File: src/rtl/commutator_if.sv
// Bus bundle between the torque controller / motor driver side and the
// six-step commutator: hall sensors, drive request, PWM boundary strobe,
// and the per-phase selects and duty returned to the driver.
interface commutator_if;
  logic        hallGrn;
  logic        hallYlw;
  logic        hallBlu;
  logic [11:0] drv_mag;
  logic        brake_n;
  logic        PWM_synch;
  logic [1:0]  selGrn;
  logic [1:0]  selYlw;
  logic [1:0]  selBlu;
  logic [10:0] duty;
  logic        stall;
  logic        hall_err;

  modport master (
    output hallGrn, hallYlw, hallBlu, drv_mag, brake_n, PWM_synch,
    input  selGrn, selYlw, selBlu, duty, stall, hall_err
  );

  modport slave (
    input  hallGrn, hallYlw, hallBlu, drv_mag, brake_n, PWM_synch,
    output selGrn, selYlw, selBlu, duty, stall, hall_err
  );
endinterface

File: src/rtl/commutator.sv
// Six-step brushless commutator. Hall inputs are double-flopped, then the
// rotor position, brake request and drive magnitude are captured once per
// PWM period. The selects/duty are registered one clock after that capture,
// so the driver only ever sees changes right after a period boundary.
module commutator #(
  parameter int unsigned STALL_PERIODS = 200,
  parameter logic [10:0] BRAKE_DUTY    = 11'h600,
  parameter logic [10:0] DUTY_BASE     = 11'h400
) (
  input logic         clk,
  input logic         rst_n,
  commutator_if.slave bus
);

  localparam logic [7:0] STALL_MAX = 8'(STALL_PERIODS);

  // Hall synchronizer (two flops per sensor), packed as {Grn,Ylw,Blu}.
  logic [2:0]  hall_s1_q, hall_s2_q;

  // Period-sample stage: state captured on PWM_synch.
  logic [2:0]  rot_q;
  logic        brk_q;
  logic [11:0] mag_q;
  logic [7:0]  cnt_q, cnt_d;
  logic        vld_p1_q;

  // Output stage.
  logic [1:0]  selGrn_q, selYlw_q, selBlu_q;
  logic [10:0] duty_q;
  logic        stall_q, hall_err_q;

  logic [5:0]  sel_d;
  logic [10:0] duty_d;
  logic        stall_d, hall_err_d;

  // Commutation table: rotor code -> {Grn,Ylw,Blu} selects; invalid codes coast.
  function automatic logic [5:0] decode(input logic [2:0] code);
    case (code)
      3'b101:  decode = {2'b10, 2'b01, 2'b00};
      3'b100:  decode = {2'b10, 2'b00, 2'b01};
      3'b110:  decode = {2'b00, 2'b10, 2'b01};
      3'b010:  decode = {2'b01, 2'b10, 2'b00};
      3'b011:  decode = {2'b01, 2'b00, 2'b10};
      3'b001:  decode = {2'b00, 2'b01, 2'b10};
      default: decode = 6'b00_00_00;
    endcase
  endfunction

  // Metastability synchronizer for the raw hall sensors.
  always_ff @(posedge clk or negedge rst_n) begin
    if (!rst_n) begin
      hall_s1_q <= 3'b000;
      hall_s2_q <= 3'b000;
    end else begin
      hall_s1_q <= {bus.hallGrn, bus.hallYlw, bus.hallBlu};
      hall_s2_q <= hall_s1_q;
    end
  end

  // Stall counter next value: any rotor movement, brake or zero drive restarts it.
  always_comb begin
    cnt_d = cnt_q;
    if ((hall_s2_q != rot_q) || !bus.brake_n || (bus.drv_mag == 12'h000)) begin
      cnt_d = 8'h00;
    end else if (cnt_q != STALL_MAX) begin
      cnt_d = cnt_q + 8'h01;
    end
  end

  // ---- stage p0 -> p1: capture position, brake, magnitude at the period boundary
  always_ff @(posedge clk or negedge rst_n) begin
    if (!rst_n) begin
      rot_q    <= 3'b000;
      brk_q    <= 1'b0;
      mag_q    <= 12'h000;
      cnt_q    <= 8'h00;
      vld_p1_q <= 1'b0;
    end else begin
      vld_p1_q <= bus.PWM_synch;
      if (bus.PWM_synch) begin
        rot_q <= hall_s2_q;
        brk_q <= ~bus.brake_n;
        mag_q <= bus.drv_mag;
        cnt_q <= cnt_d;
      end
    end
  end

  // Select/duty priority: brake, then stall, then invalid hall, then normal drive.
  always_comb begin
    hall_err_d = (rot_q == 3'b000) || (rot_q == 3'b111);
    stall_d    = (cnt_q == STALL_MAX);
    sel_d      = 6'b00_00_00;
    duty_d     = 11'h000;
    if (brk_q) begin
      sel_d  = 6'b11_11_11;
      duty_d = BRAKE_DUTY;
    end else if (!stall_d && !hall_err_d) begin
      sel_d  = decode(rot_q);
      duty_d = DUTY_BASE + {1'b0, mag_q[11:2]};
    end
  end

  // ---- stage p1 -> out: register all outputs together, one clock after the sample
  always_ff @(posedge clk or negedge rst_n) begin
    if (!rst_n) begin
      selGrn_q   <= 2'b00;
      selYlw_q   <= 2'b00;
      selBlu_q   <= 2'b00;
      duty_q     <= 11'h000;
      stall_q    <= 1'b0;
      hall_err_q <= 1'b0;
    end else if (vld_p1_q) begin
      selGrn_q   <= sel_d[5:4];
      selYlw_q   <= sel_d[3:2];
      selBlu_q   <= sel_d[1:0];
      duty_q     <= duty_d;
      stall_q    <= stall_d;
      hall_err_q <= hall_err_d;
    end
  end

  assign bus.selGrn   = selGrn_q;
  assign bus.selYlw   = selYlw_q;
  assign bus.selBlu   = selBlu_q;
  assign bus.duty     = duty_q;
  assign bus.stall    = stall_q;
  assign bus.hall_err = hall_err_q;

endmodule

File: src/flat_wrapper.sv
// flat-port wrapper written by rule: the top's interface ports become plain ports
module commutator_flat 
#(
  parameter int unsigned STALL_PERIODS = 200,
  parameter logic [10:0] BRAKE_DUTY    = 11'h600,
  parameter logic [10:0] DUTY_BASE     = 11'h400
)
  (clk, rst_n, bus_hallGrn, bus_hallYlw, bus_hallBlu, bus_drv_mag, bus_brake_n, bus_PWM_synch, bus_selGrn, bus_selYlw, bus_selBlu, bus_duty, bus_stall, bus_hall_err);
  commutator_if bus_i ();
  input logic clk;
  input logic rst_n;
  input wire logic [$bits(bus_i.hallGrn)-1:0] bus_hallGrn;
  input wire logic [$bits(bus_i.hallYlw)-1:0] bus_hallYlw;
  input wire logic [$bits(bus_i.hallBlu)-1:0] bus_hallBlu;
  input wire logic [$bits(bus_i.drv_mag)-1:0] bus_drv_mag;
  input wire logic [$bits(bus_i.brake_n)-1:0] bus_brake_n;
  input wire logic [$bits(bus_i.PWM_synch)-1:0] bus_PWM_synch;
  output wire logic [$bits(bus_i.selGrn)-1:0] bus_selGrn;
  output wire logic [$bits(bus_i.selYlw)-1:0] bus_selYlw;
  output wire logic [$bits(bus_i.selBlu)-1:0] bus_selBlu;
  output wire logic [$bits(bus_i.duty)-1:0] bus_duty;
  output wire logic [$bits(bus_i.stall)-1:0] bus_stall;
  output wire logic [$bits(bus_i.hall_err)-1:0] bus_hall_err;
  assign bus_i.hallGrn = bus_hallGrn;
  assign bus_i.hallYlw = bus_hallYlw;
  assign bus_i.hallBlu = bus_hallBlu;
  assign bus_i.drv_mag = bus_drv_mag;
  assign bus_i.brake_n = bus_brake_n;
  assign bus_i.PWM_synch = bus_PWM_synch;
  assign bus_selGrn = bus_i.selGrn;
  assign bus_selYlw = bus_i.selYlw;
  assign bus_selBlu = bus_i.selBlu;
  assign bus_duty = bus_i.duty;
  assign bus_stall = bus_i.stall;
  assign bus_hall_err = bus_i.hall_err;
  commutator #(.STALL_PERIODS(STALL_PERIODS), .BRAKE_DUTY(BRAKE_DUTY), .DUTY_BASE(DUTY_BASE)) u_core (.clk(clk), .rst_n(rst_n), .bus(bus_i));
endmodule
File: config.mk
export PLATFORM = sky130hd
export DESIGN_NAME = commutator_flat
export DESIGN_NICKNAME = d
export VERILOG_FILES = /design/src/rtl/commutator_if.sv /design/src/rtl/commutator.sv /design/src/flat_wrapper.sv
export SDC_FILE = /design/constraint.sdc
export NUM_CORES = 1
export LEC_CHECK = 0
export BUFFER_PORTS_ARGS = -buffer_cell sky130_fd_sc_hd__buf_2
export CAP_MARGIN = 20
export CORE_ASPECT_RATIO = 1.25
export CORE_UTILIZATION = 49
export DETAILED_ROUTE_END_ITERATION = 8
export GPL_ROUTABILITY_DRIVEN = 0
export PLACE_DENSITY_LB_ADDON = 0.3
export SETUP_SLACK_MARGIN = 0.5
export SLEW_MARGIN = 25
export SYNTH_ARGS = -nofsm -noshare
export SYNTH_HDL_FRONTEND = slang
export SYNTH_SLANG_ARGS = --single-unit
File: constraint.sdc
create_clock -name clk -period 1.5 [get_ports clk]
set_input_delay 0.15 -clock clk [delete_from_list [all_inputs] [get_ports clk]]
set_output_delay 0.15 -clock clk [all_outputs]
set_load 0.01 [all_outputs]
==> impl_metrics.json, run 1 <==
{
  "fin_ws_ns": -0.00831,
  "hp-class": "input port to register",
  "grt_overflow": 0,
  "p_leak_nw": 1.31,
  "combinationalPowerShare": 0.158,
  "ys_seq_area_frac": 0.593,
  "hold_viol": 0,
  "switching_share": 0.259,
  "layout_common_cells": "dfrtp_1, buf_2, buf_4",
  "drc": 0,
  "r2r-end": "u_core.cnt_q[0]",
  "yosys.cell_types.count": 29,
  "hold_end": "u_core.brk_q",
  "num_vias": 1608,
  "die-area_um2": 4390,
  "syn_nets": 187,
  "required_ns": 1.69,
  "final_nets": 256,
  "p_switching_mw": 0.741,
  "drtAntennaViolNets": 0,
  "finalSetupViolCount": 2,
  "dr.pass1.iters": 4,
  "cts_buffers": 5,
  "reg2reg_from": "u_core.cnt_q[1]",
  "synth.mux.area_fraction": 0.0711,
  "clockPowerShare": 0.331,
  "netlist_area_um2": 2020,
  "start_util": 0.522,
  "p_int_mw": 2.12,
  "maxCapViolations": 0,
  "rr_worst_depth": 6,
  "die_h_um": 73.9,
  "finClkSkew_ns": 0.00517,
  "r2r_slack_ns": -0.008,
  "core_um2": 3880,
  "h-tree-depth": 2,
  "final_common_cell": "dfrtp_1",
  "antenna_found_initial": 0,
  "vias_per_cell": 5.54,
  "synth_xor_area_frac": 0.0241,
  "synth-compound-area-share": 0.146,
  "syn_avg_cell_area_um2": 12.2,
  "drt-initial-drc-count": 32,
  "finalMaxSlewViolations": 0,
  "rows": 25,
  "startpoint_type": "register",
  "design.portCount": 38,
  "synth-adder-area-share": 0.0124,
  "grt_pass1_wl_mm": 7.47,
  "yosys_warnings": 0,
  "synth_seq_cells": 48,
  "syn_inst": 166,
  "clock_latency_ns": 0.30,
  "timing.final.crit_share": 1.01,
  "multi_input_area_um2": 861,
  "p_total_mw": 2.86,
  "gr-usage-all-layers": 0.233,
  "final_util": 0.713,
  "status": "finished, violations left",
  "p_seq_frac": 0.511,
  "synth-simple-area-share": 0.119,
  "cts_tree": "built",
  "avgRoutedWirePerCell_um": 16.3,
  "clk_pin_slew_ns": 0.09,
  "hold_path_depth": 2,
  "crit_start": "u_core.cnt_q[1]",
  "areaGrowthSynthToFinish_pct": 36.5,
  "clock_sinks": 48,
  "worstSetupPathType": "register to register",
  "regArea_um2": 1200,
  "tightestPinTransition_ns": 0.526,
  "critPathCaptureType": "register",
  "maxSlewHeadroom": 0.649,
  "synthTopCellsByArea": "dfrtp_1, a22o_1, mux2_2",
  "die_w_um": 59.5,
  "max_freq_mhz": 663,
  "power_density_nw_per_um2": 1040,
  "grt_max_degree": 27,
  "insertedDiodeCount": 0,
  "ir_drop_uv": 885,
  "critPathMaxStageDelay_ns": 0.43,
  "nFillCells": 281,
  "drive_gt1_frac": 0.475,
  "yosys.area.top_type": "dfrtp_1",
  "crit_chain": "inv_1 -> ha_2 -> nand3_2 -> nor4b_4 -> buf_4 -> mux2_4",
  "synth_top_family_by_area": "compound AO/OA/AOI/OAI gates",
  "numPortBuffers": 37,
  "worstHoldStart": "bus_brake_n",
  "root_buffer": "clkbuf_8",
  "routed_wl_mm": 4.73,
  "grt_pass1_vias": 1558,
  "synth_top_area_share": 0.593,
  "dp_hpwl_mm": 3.03,
  "violations": "negative setup slack",
  "cp_data_arrival_time_ns": 1.70,
  "cts_max_path_buffers": 2,
  "rsz0062_at_grt": "true",
  "fin_crit_ns": 1.51,
  "crit_fanout": 6,
  "slowest_stage": "dfrtp_1"
}
[worst max path at each step]
stage | end | slack [ns] | cells past startpoint
4_1_cts | u_core.cnt_q[1] | -0.003 | 5
3_3_place_gp | u_core.cnt_q[0] | 0.03 | 5
2_1_floorplan | u_core.cnt_q[2] | 0.16 | 4
6_report | u_core.cnt_q[0] | -0.008 | 6
3_5_place_dp | u_core.cnt_q[2] | -0.01 | 4
5_1_grt | u_core.cnt_q[0] | -0.07 | 6
[metal layers]
| metal | vias up | wire length, um | GRT usage |
|---|---|---|---|
| li1 | 743 | - | - |
| met3 | 6 | 187 | 0.0475 |
| met2 | 48 | 2490 | 0.382 |
| met5 | - | 0 | 0 |
| met1 | 811 | 2000 | 0.305 |
| met4 | 0 | 61 | 0.0827 |
[logic make-up (layout without fill, tap and decap cells)]
family	Yosys count	after routing
AO/OA/AOI/OAI	43	43
XOR/XNOR	3	3
adder cells (fa/ha/maj)	2	2
buffers and inverters	17	87
flip-flops	48	48
multiplexers	13	13
AND/OR/NAND/NOR	40	40
[critical path: cells and delay by family (launching register included)]
| family | cells | cell delay, ns |
|---|---|---|
| fa+ha+maj | 1 | 0.18 |
| buf+inv | 2 | 0.28 |
| flops | 1 | 0.43 |
| mux | 1 | 0.26 |
| simple gates | 2 | 0.24 |
[registers in the layout, indices dropped and copies added (netlist names), 2 cells and up]
| name | flops |
|---|---|
| u_core.bus.selYlw | 2 |
| u_core.bus.selGrn | 2 |
| u_core.hall_s2_q | 3 |
| u_core.cnt_q | 8 |
| u_core.bus.selBlu | 2 |
| u_core.bus.duty | 11 |
| u_core.mag_q | 10 |
| u_core.hall_s1_q | 3 |
| u_core.rot_q | 3 |
[power groups by stage]
stage | Sequential, mW | Combinational [mW] | Clock [mW]
6_report | 1.46 | 0.454 | 0.948
4_1_cts | 1.46 | 0.395 | 0.964
2_1_floorplan | 1.50 | 0.184 | 0
5_1_grt | 1.47 | 0.493 | 1.01
3_5_place_dp | 1.49 | 0.365 | 0
3_3_place_gp | 1.48 | 0.349 | 0
[per-stage QoR]
stage / hold slack [ns] / std cells / cell area [um^2] / TNS [ns] / worst slack [ns]
6_report: 0.0722 / 290 / 2760 / -0.0136 / -0.00831
5_1_grt: 0.0668 / 290 / 2760 / -0.769 / -0.0726
4_1_cts: 0.0617 / 278 / 2620 / -0.00304 / -0.00304
3_5_place_dp: 0.157 / 259 / 2360 / -0.0185 / -0.0106
3_3_place_gp: 0.141 / 259 / 2360 / 0 / 0.0304
2_1_floorplan: -0.146 / 166 / 2070 / 0 / 0.160
[what timing repair did]
action | in CTS | in global routing
endpoints found under the setup margin | 28 | 43
setup buffers | 7 | 12
hold buffers | 4 | 0
pin swaps | 5 | 10
gates resized for setup | 11 | 12
hold endpoints to repair | 25 | 0
[final cells by class]
type	count	share of cell area
Clock buffer	5	0.0249
Clock inverter	3	0.0167
Inverter	7	0.00951
Multi-Input combinational cell	101	0.311
Sequential cell	48	0.436
Tap cell	54	0.0244
Timing Repair Buffer	72	0.177
[synthesized netlist by cell type]
cell and number:
nand4_4 1, buf_1 1, mux2_2 10, ha_1 2
nand3_1 2, nor4_1 3, dfrtp_1 48, nor2b_1 4
a31oi_1 7, a21oi_1 11, nor4b_4 1, and4b_1 2
o2bb2ai_1 2, buf_2 3, mux2_1 1, nor2_1 14
nand4_1 1, inv_1 7, or2_2 1, and2_1 1
nand2_1 4, and3_1 5, o31ai_1 5, nor3_1 1
mux2i_1 2, xnor2_2 3, o21ai_0 4, a22o_1 14
clkbuf_1 6
(Power assumes the default switching activity.)
==> run 2, diff against run 1 <==
--- a/config.mk
+++ b/config.mk
@@ -8,7 +8,7 @@
 export BUFFER_PORTS_ARGS = -buffer_cell sky130_fd_sc_hd__buf_2
 export CAP_MARGIN = 20
 export CORE_ASPECT_RATIO = 1.25
-export CORE_UTILIZATION = 49
+export CORE_UTILIZATION = 58
 export DETAILED_ROUTE_END_ITERATION = 8
 export GPL_ROUTABILITY_DRIVEN = 0
 export PLACE_DENSITY_LB_ADDON = 0.3
==> constraint.sdc (replaced) <==
create_clock -name clk -period 1.9 [get_ports clk]
set_input_delay 0.19 -clock clk [delete_from_list [all_inputs] [get_ports clk]]
set_output_delay 0.19 -clock clk [all_outputs]
set_load 0.01 [all_outputs]
==> impl_metrics.json, run 2 (synthesized netlist as in run 1, its figures left out) <==
{
  "clk_pin_slew_ns": 0.09,
  "crit_fanout": 6,
  "dr.pass1.iters": 4,
  "drc": 0,
  "place_inst": 233,
  "core_um2": 3280,
  "hold_viol": 0,
  "root_buffer": "clkbuf_8",
  "die_w_um": 54.8,
  "combinationalPowerShare": 0.136,
  "maxCapViolations": 0,
  "grt_pass1_vias": 1538,
  "finalSetupViolCount": 0,
  "grt_overflow": 0,
  "p_leak_nw": 1.20,
  "insertedDiodeCount": 0,
  "clock_latency_ns": 0.30,
  "setup_tns_ns": 0,
  "dp_slack_ns": 0.277,
  "h-tree-depth": 2,
  "timing.final.crit_share": 0.790,
  "clock_sinks": 48,
  "rsz0062_at_grt": "true",
  "largest_reg_flops": 11,
  "gr-usage-all-layers": 0.276,
  "cts_tree": "built",
  "ir_drop_uv": 823,
  "power_density_nw_per_um2": 836,
  "grt_max_degree": 27,
  "critPathCaptureType": "register",
  "grt_pass1_wl_mm": 7.04,
  "worstSetupPathType": "register to register",
  "die_h_um": 68.1,
  "dp_hpwl_mm": 2.82,
  "switching_share": 0.267,
  "max_freq_mhz": 666,
  "status": "completed",
  "drtAntennaViolNets": 0,
  "final_common_cell": "dfrtp_1",
  "antenna_found_initial": 0,
  "finalMaxSlewViolations": 0,
  "layout_common_cells": "dfrtp_1, buf_2, a22o_1",
  "p_total_mw": 2.10,
  "tightestPinTransition_ns": 0.558,
  "routed_wl_mm": 4.39,
  "cp_data_arrival_time_ns": 1.70,
  "finClkSkew_ns": 0.00593,
  "maxSlewHeadroom": 0.628,
  "drt-initial-drc-count": 59,
  "design.portCount": 38,
  "nFillCells": 205,
  "required_ns": 2.10,
  "vias_per_cell": 6.01,
  "p_seq_frac": 0.556,
  "startpoint_type": "register",
  "p_switching_mw": 0.561,
  "instances_no_fill": 255,
  "numPortBuffers": 37,
  "fin_crit_ns": 1.50,
  "clockPowerShare": 0.309,
  "cts_max_path_buffers": 2,
  "hp-class": "input port to register",
  "final_nets": 238,
  "p_int_mw": 1.54,
  "rows": 23,
  "start_util": 0.617,
  "die-area_um2": 3730,
  "num_vias": 1532,
  "drive_gt1_frac": 0.394,
  "avgRoutedWirePerCell_um": 17.2,
  "cts_buffers": 5,
  "areaGrowthSynthToFinish_pct": 23.9,
  "fin_ws_ns": 0.398
}
## run 2: cell types whose count changed in the layout (fill, tap and decap cells not counted), moves of 2 or more
cell       delta
buf_4        -15
buf_6         -4
a31oi_4       -2
nand3_2       -2
a21oi_2       -3
a31oi_1       +2
and4b_2       +2
o2bb2ai_2     -2
o2bb2ai_1     +2
a21oi_1       +3
## run 2: timing repair
action / CTS / global route
hold endpoints to repair: 25 / 0
setup endpoints to repair: 23 / 23
pin swaps: 8 / 3
hold buffers: 4 / 0
buffers inserted: 9 / 0
resized for setup: 13 / 2
gates cloned: 1 / 0
## run 2: cell type report
class / count / area, um^2 / share of cell area
sequential: 48 / 1210 / 0.481
clock buffer: 6 / 82.6 / 0.0329
clock inverter: 2 / 13.8 / 0.00549
inverter: 7 / 26.3 / 0.0105
timing repair buffer: 53 / 332 / 0.132
tap: 37 / 46.3 / 0.0185
multi-input combinational: 102 / 802 / 0.320
## run 2: power by group through the flow
stage / Sequential (mW) / Clock (mW) / Combinational [mW]
after floorplan: 1.18 / 0 / 0.137
after global placement: 1.18 / 0 / 0.251
after detailed placement: 1.18 / 0 / 0.262
after CTS: 1.16 / 0.652 / 0.284
after global routing: 1.18 / 0.689 / 0.314
final: 1.17 / 0.648 / 0.284
## run 2: layer usage
metal  share of wire  up-vias  GRT usage
met5               0        -          0
met4           0.017        0      0.138
met3           0.047        8     0.0689
met2            0.53       54      0.453
met1            0.40      765      0.329
li1                -      705          -
## run 2: final timing paths
check                                    start  slack, ns                    to  depth (start not counted)
setup / recovery               u_core.cnt_q[2]       0.40       u_core.cnt_q[0]                          5
hold / removal                     bus_brake_n       0.10          u_core.brk_q                          2
setup reg to reg               u_core.cnt_q[2]       0.40       u_core.cnt_q[0]                          5
hold reg to reg            u_core.hall_s1_q[1]       0.37   u_core.hall_s2_q[1]                          0
max in group asynchronous                rst_n       0.94       u_core.rot_q[1]                          3
min in group asynchronous                rst_n       0.40  u_core.bus.selGrn[1]                          2
## run 2: critical path, stage by stage (launching register included)
cell and delay (ns):
dfrtp_1 0.40, and4b_1 0.30, nand3_4 0.12, nor4b_4 0.16, buf_4 0.16, mux2_4 0.27
## run 2: per-stage QoR
step	instance area (um^2)	hold WS, ns	utilization
floorplan	2020	-0.106	-
global placement	2250	0.194	0.686
detailed placement	2250	0.204	0.686
CTS	2500	0.101	0.762
global route	2510	0.117	0.765
finish	2510	0.103	0.765
